$ cat src/rtl/ofdm_sched_pkg.sv
// Shared defaults, index-width helper and FSM state type for the OFDM symbol scheduler.
package ofdm_sched_pkg;

    localparam int SYM_LEN_DEF = 64;
    localparam int CP_LEN_DEF  = 16;

    typedef enum logic [1:0] {
        IDLE  = 2'd0,
        BURST = 2'd1,
        GAP   = 2'd2
    } state_t;

    function automatic int idx_w(input int sym_len);
        return $clog2(sym_len);
    endfunction

endpackage

$ cat src/rtl/ofdm_sched_arb.sv
// Two-requester arbiter with sample enable and registered winner.
// OFDM_SCHED_RR_EN selects round-robin; otherwise src0 has fixed priority.
module ofdm_sched_arb (
    input  logic       clk,
    input  logic       rst_n,
    input  logic       en,
    input  logic [1:0] req,
    output logic       winner
);

    logic winner_reg;
    logic pick;

`ifdef OFDM_SCHED_RR_EN
    // prio_reg names the source that wins a tie; it starts at src0
    logic prio_reg;

    assign pick = (&req) ? prio_reg : req[1];

    always_ff @(posedge clk or negedge rst_n) begin
        if (!rst_n) begin
            prio_reg <= 1'b0;
        end else if (en && (|req)) begin
            prio_reg <= ~pick;
        end
    end
`else
    assign pick = ~req[0];
`endif

    always_ff @(posedge clk or negedge rst_n) begin
        if (!rst_n) begin
            winner_reg <= 1'b0;
        end else if (en && (|req)) begin
            winner_reg <= pick;
        end
    end

    assign winner = winner_reg;

endmodule

$ cat src/rtl/ofdm_sym_sched.sv
// Symbol-slot scheduler feeding the CP/windowing stage: grants whole symbols and
// paces them at SYM_LEN+CP_LEN cycles. Arbitration mode set by OFDM_SCHED_RR_EN.
module ofdm_sym_sched
    import ofdm_sched_pkg::*;
#(
    parameter int DW       = 8,
    parameter int SYM_LEN  = SYM_LEN_DEF,
    parameter int CP_LEN   = CP_LEN_DEF,
    parameter int IDLE_IDX = 1
) (
    input  logic                        clk,
    input  logic                        rst_n,
    input  logic                        s0_req,
    input  logic [DW-1:0]               s0_re,
    input  logic [DW-1:0]               s0_im,
    input  logic                        s0_vld,
    output logic                        s0_gnt,
    input  logic                        s1_req,
    input  logic [DW-1:0]               s1_re,
    input  logic [DW-1:0]               s1_im,
    input  logic                        s1_vld,
    output logic                        s1_gnt,
    output logic [DW-1:0]               din_re,
    output logic [DW-1:0]               din_im,
    output logic                        din_en,
    output logic [idx_w(SYM_LEN)-1:0]   din_index,
    output logic                        src_sel,
    output logic                        underflow,
    output logic [15:0]                 sym_cnt
);

    localparam int IDX_W = idx_w(SYM_LEN);
    localparam logic [IDX_W-1:0] LAST_IDX = IDX_W'(SYM_LEN - 1);
    localparam logic [IDX_W-1:0] LAST_GAP = IDX_W'(CP_LEN - 1);
    localparam logic [IDX_W-1:0] IDLE_VAL = IDX_W'(IDLE_IDX);

    state_t           state_reg;
    logic [IDX_W-1:0] cnt_reg;
    logic             winner;
    logic             arb_en;
    logic             any_req;
    logic             in_burst;

    logic [1:0]    req_vec;
    logic [1:0]    vld_vec;
    logic [1:0]    gnt_vec;
    logic [1:0]    ok_vec;
    logic [DW-1:0] re_vec [2];
    logic [DW-1:0] im_vec [2];
    logic [DW-1:0] re_msk [2];
    logic [DW-1:0] im_msk [2];
    logic [DW-1:0] din_re_next;
    logic [DW-1:0] din_im_next;
    logic          underflow_next;

    logic [DW-1:0]    din_re_reg;
    logic [DW-1:0]    din_im_reg;
    logic             din_en_reg;
    logic [IDX_W-1:0] din_index_reg;
    logic             underflow_reg;
    logic [15:0]      sym_cnt_reg;

    assign req_vec   = {s1_req, s0_req};
    assign vld_vec   = {s1_vld, s0_vld};
    assign re_vec[0] = s0_re;
    assign re_vec[1] = s1_re;
    assign im_vec[0] = s0_im;
    assign im_vec[1] = s1_im;
    assign any_req   = |req_vec;
    assign in_burst  = (state_reg == BURST);

    // Requests are only looked at in IDLE and on the final gap cycle
    assign arb_en = (state_reg == IDLE) || ((state_reg == GAP) && (cnt_reg == LAST_GAP));

    ofdm_sched_arb u_arb (
        .clk    (clk),
        .rst_n  (rst_n),
        .en     (arb_en),
        .req    (req_vec),
        .winner (winner)
    );

    assign gnt_vec = in_burst ? (winner ? 2'b10 : 2'b01) : 2'b00;

    genvar gi;
    generate
        for (gi = 0; gi < 2; gi++) begin : g_src
            assign ok_vec[gi] = gnt_vec[gi] & vld_vec[gi];
            assign re_msk[gi] = ok_vec[gi] ? re_vec[gi] : '0;
            assign im_msk[gi] = ok_vec[gi] ? im_vec[gi] : '0;
        end
    endgenerate

    // Grants are one-hot, so OR-ing the masked samples is a clean mux
    assign din_re_next    = re_msk[0] | re_msk[1];
    assign din_im_next    = im_msk[0] | im_msk[1];
    assign underflow_next = in_burst & ~(|ok_vec);

    always_ff @(posedge clk or negedge rst_n) begin
        if (!rst_n) begin
            state_reg <= IDLE;
            cnt_reg   <= '0;
        end else begin
            case (state_reg)
                IDLE: begin
                    cnt_reg <= '0;
                    if (any_req) begin
                        state_reg <= BURST;
                    end
                end
                BURST: begin
                    if (cnt_reg == LAST_IDX) begin
                        state_reg <= GAP;
                        cnt_reg   <= '0;
                    end else begin
                        cnt_reg <= cnt_reg + 1'b1;
                    end
                end
                GAP: begin
                    if (cnt_reg == LAST_GAP) begin
                        state_reg <= any_req ? BURST : IDLE;
                        cnt_reg   <= '0;
                    end else begin
                        cnt_reg <= cnt_reg + 1'b1;
                    end
                end
                default: begin
                    state_reg <= IDLE;
                    cnt_reg   <= '0;
                end
            endcase
        end
    end

    always_ff @(posedge clk or negedge rst_n) begin
        if (!rst_n) begin
            din_re_reg    <= '0;
            din_im_reg    <= '0;
            din_en_reg    <= 1'b0;
            din_index_reg <= IDLE_VAL;
            underflow_reg <= 1'b0;
            sym_cnt_reg   <= '0;
        end else begin
            din_re_reg    <= din_re_next;
            din_im_reg    <= din_im_next;
            din_en_reg    <= in_burst;
            din_index_reg <= in_burst ? cnt_reg : IDLE_VAL;
            underflow_reg <= underflow_next;
            if (in_burst && (cnt_reg == LAST_IDX)) begin
                sym_cnt_reg <= sym_cnt_reg + 16'd1;
            end
        end
    end

    assign s0_gnt    = gnt_vec[0];
    assign s1_gnt    = gnt_vec[1];
    assign src_sel   = winner;
    assign din_re    = din_re_reg;
    assign din_im    = din_im_reg;
    assign din_en    = din_en_reg;
    assign din_index = din_index_reg;
    assign underflow = underflow_reg;
    assign sym_cnt   = sym_cnt_reg;

endmodule
$ cat config.mk
export PLATFORM = sky130hd
export DESIGN_NAME = ofdm_sym_sched
export DESIGN_NICKNAME = d
export VERILOG_FILES = /design/src/rtl/ofdm_sched_pkg.sv /design/src/rtl/ofdm_sched_arb.sv /design/src/rtl/ofdm_sym_sched.sv
export SDC_FILE = /design/constraint.sdc
export NUM_CORES = 1
export LEC_CHECK = 0
export ABC_AREA = 1
export CELL_PAD_IN_SITES_DETAIL_PLACEMENT = 1
export CELL_PAD_IN_SITES_GLOBAL_PLACEMENT = 1
export CORE_ASPECT_RATIO = 0.5
export CORE_UTILIZATION = 29
export DETAILED_ROUTE_END_ITERATION = 16
export HOLD_SLACK_MARGIN = 0.12
export PLACE_DENSITY_LB_ADDON = 0.1
export SKIP_CTS_REPAIR_TIMING = 1
export SYNTH_ARGS = -nofsm -noshare
export SYNTH_HDL_FRONTEND = slang
export SYNTH_SLANG_ARGS = --single-unit
$ cat constraint.sdc
create_clock -name clk -period 1.65 [get_ports clk]
set_clock_uncertainty 0.1 [all_clocks]
set_input_delay 0.165 -clock clk [delete_from_list [all_inputs] [get_ports clk]]
set_output_delay 0.165 -clock clk [all_outputs]
set_load 0.02 [all_outputs]
==> impl_metrics.env <==
export IMPL_drt_wl_total_um=5990
export IMPL_largest_reg_flops=16
export IMPL_cts_sinks=49
export IMPL_start_util_pct=30.1
export IMPL_grt_pass1_vias=2113
export IMPL_yosysUniqueCellTypes=25
export IMPL_drv_slew=0
export IMPL_gp_congestion=0.791
export IMPL_die_height_um=63.9
export IMPL_hold_class="primary input to asynchronous set/reset pin"
export IMPL_cp_max_fo=5
export IMPL_num_antenna_cells=0
export IMPL_synth_area_per_cell_um2=9.37
export IMPL_min_period_ns=1.61
export IMPL_post_place_cells=423
export IMPL_syn_cell_area_um2=2220
export IMPL_finalSetupViolations=0
export IMPL_cellLeakagePower_nw=1.87
export IMPL_drtAntennaViolNets=0
export IMPL_grt_max_degree=25
export IMPL_core_um2=7380
export IMPL_cp_slowest_stage_delay_ns=0.63
export IMPL_crit_path_cell_trace="clkdlybuf4s50_1"
export IMPL_synthesis_nets=281
export IMPL_die_w_um=126
export IMPL_area_growth_pct=58.3
export IMPL_dp_hpwl_um=4560
export IMPL_arrival_ns=1.34
export IMPL_clkLatencyLatePin_ns=0.29
export IMPL_antenna_found_initial=0
export IMPL_rsz0062_at_grt="true"
export IMPL_critPathSlowestCell="clkdlybuf4s50_1"
export IMPL_final_common_cell="clkdlybuf4s50_1"
export IMPL_finalNetCount=381
export IMPL_synth_seq_area_share_pct=55.3
export IMPL_status="complete, no violations"
export IMPL_synth_cells=237
export IMPL_drive_gt1_share_pct=14.2
export IMPL_clockBufferDepth=2
export IMPL_wl_per_cell_um=13.8
export IMPL_path_delay_family="buffers and inverters"
export IMPL_vias_per_cell=4.56
export IMPL_overflow=0
export IMPL_synth_seq_cells=49
export IMPL_grt_usage_pct=16.0
export IMPL_crit_required_ns=1.38
export IMPL_num_io_pins=81
export IMPL_fp_row_count=22
export IMPL_instances_no_fill=434
export IMPL_die_area_um2=8030
export IMPL_via_count=1977
export IMPL_finalCritPeriodShare_pct=97.4
export IMPL_maxCapViolations=0
export IMPL_grt_first_pass_wirelength_um=9860
export IMPL_holdWs_ns=0.226
export IMPL_worst_pin_slew_ns=0.393
export IMPL_clk_pin_slew_worst_paths_ns=0.07
export IMPL_numPortBuffers=80
export IMPL_cp_buffers_inverters=1
export IMPL_fin_util_pct=47.6
export IMPL_critical_path_class="register to output port"
export IMPL_peakVddDrop_v=0.000611
export IMPL_drtIter0Drc=39
export IMPL_cp_start_kind="register"
export IMPL_power_density_nw_per_um2=1110
export IMPL_slew_headroom_pct=73.8
export IMPL_fmax_ghz=0.622
export IMPL_cts_buffers=5
export IMPL_cp_end_kind="output port"
export IMPL_fillers=852
export IMPL_firstDrtPassIters=4
export IMPL_yosysWarnings=0
export IMPL_final_cell_mix="clkdlybuf4s50_1, nand2_1, dfrtp_1"
export IMPL_h_tree_depth=2
export IMPL_cts_tree="done"
export IMPL_cts_root_buf="clkbuf_16"
export IMPL_final_hold_viol_count=0
export IMPL_drc=0
path summary, 6_finish.rpt:
kind / startpoint / endpoint / slack, ns / cells after the start
min reg2reg: cnt_reg[4]$_DFF_PN0_ / din_index[4]$_DFF_PN0_ / 0.41 / 2
min: rst_n / sym_cnt[13]$_DFFE_PN0P_ / 0.23 / 2
min in group clk: s0_im[1] / din_im[1]$_DFF_PN0_ / 0.37 / 2
max in group asynchronous: rst_n / din_index[0]$_DFF_PN1_ / 0.68 / 3
max reg2reg: state_reg[1]$_DFFE_PN0P_ / sym_cnt[9]$_DFFE_PN0P_ / 0.05 / 9
max: sym_cnt[13]$_DFFE_PN0P_ / sym_cnt[13] / 0.04 / 1
synthesized netlist by cell type:
master,instances,area share (%)
nand2_1,64,11
nor2b_2,1,0.39
buf_6,1,0.51
inv_1,28,4.7
xnor2_1,3,1.2
buf_2,1,0.23
nor2_4,2,1.0
xor2_1,6,2.4
dfrtp_1,48,54
ha_1,6,3.4
or2_2,2,0.56
o21ai_0,5,1.1
nor3_1,3,0.68
dfstp_2,1,1.2
nand3_2,1,0.45
nor2_1,19,3.2
a21oi_1,3,0.68
nand3b_1,2,0.68
nand2_4,1,0.51
nand2_2,1,0.28
a22o_1,16,6.3
inv_2,3,0.51
nand4_1,6,1.7
nand3_1,12,2.7
buf_4,2,0.68
area by class of cell:
class | count | area, um2 | area share, %
Inverter | 31 | 116 | 3.31
Sequential cell | 49 | 1230 | 34.9
Tap cell | 96 | 120 | 3.42
Clock buffer | 7 | 153 | 4.34
Clock inverter | 1 | 5.00 | 0.142
Multi-Input combinational cell | 153 | 920 | 26.2
Timing Repair Buffer | 97 | 973 | 27.7
metrics by stage:
stage | worst slack (ns) | power (mW) | TNS [ns] | instance area (um2)
floorplan | 0.00294 | 2.13 | 0 | 2230
global placement | -0.0406 | 2.75 | -0.196 | 3230
detailed placement | -0.0907 | 2.79 | -0.648 | 3230
CTS | -0.416 | 3.91 | -1.58 | 3390
global route | -0.0627 | 4.14 | -0.209 | 3510
finish | 0.0433 | 3.90 | 0 | 3510
routing by layer:
metal	routed length, um	part of all wire, %	track usage [%]	vias up
li1	-	-	-	953
met1	2580	43	18.5	977
met2	3030	51	28.1	40
met3	294	4.9	5.11	7
met4	82	1.4	5.95	0
met5	0	0	0	-
cells by family after synthesis:
| family | after synthesis | synth area share, % |
|---|---|---|
| flip-flops | 49 | 55.3 |
| adder cells (fa/ha/maj) | 6 | 3.38 |
| AO/OA/AOI/OAI | 24 | 8.12 |
| buffers and inverters | 35 | 6.65 |
| XOR/XNOR | 9 | 3.55 |
| AND/OR/NAND/NOR | 114 | 23.0 |
power breakdown:
part	switching, mW	internal, mW
sequential	0.0792	1.37
combinational	0.720	0.642
clock	0.445	0.642
(Power assumes the default switching activity.)
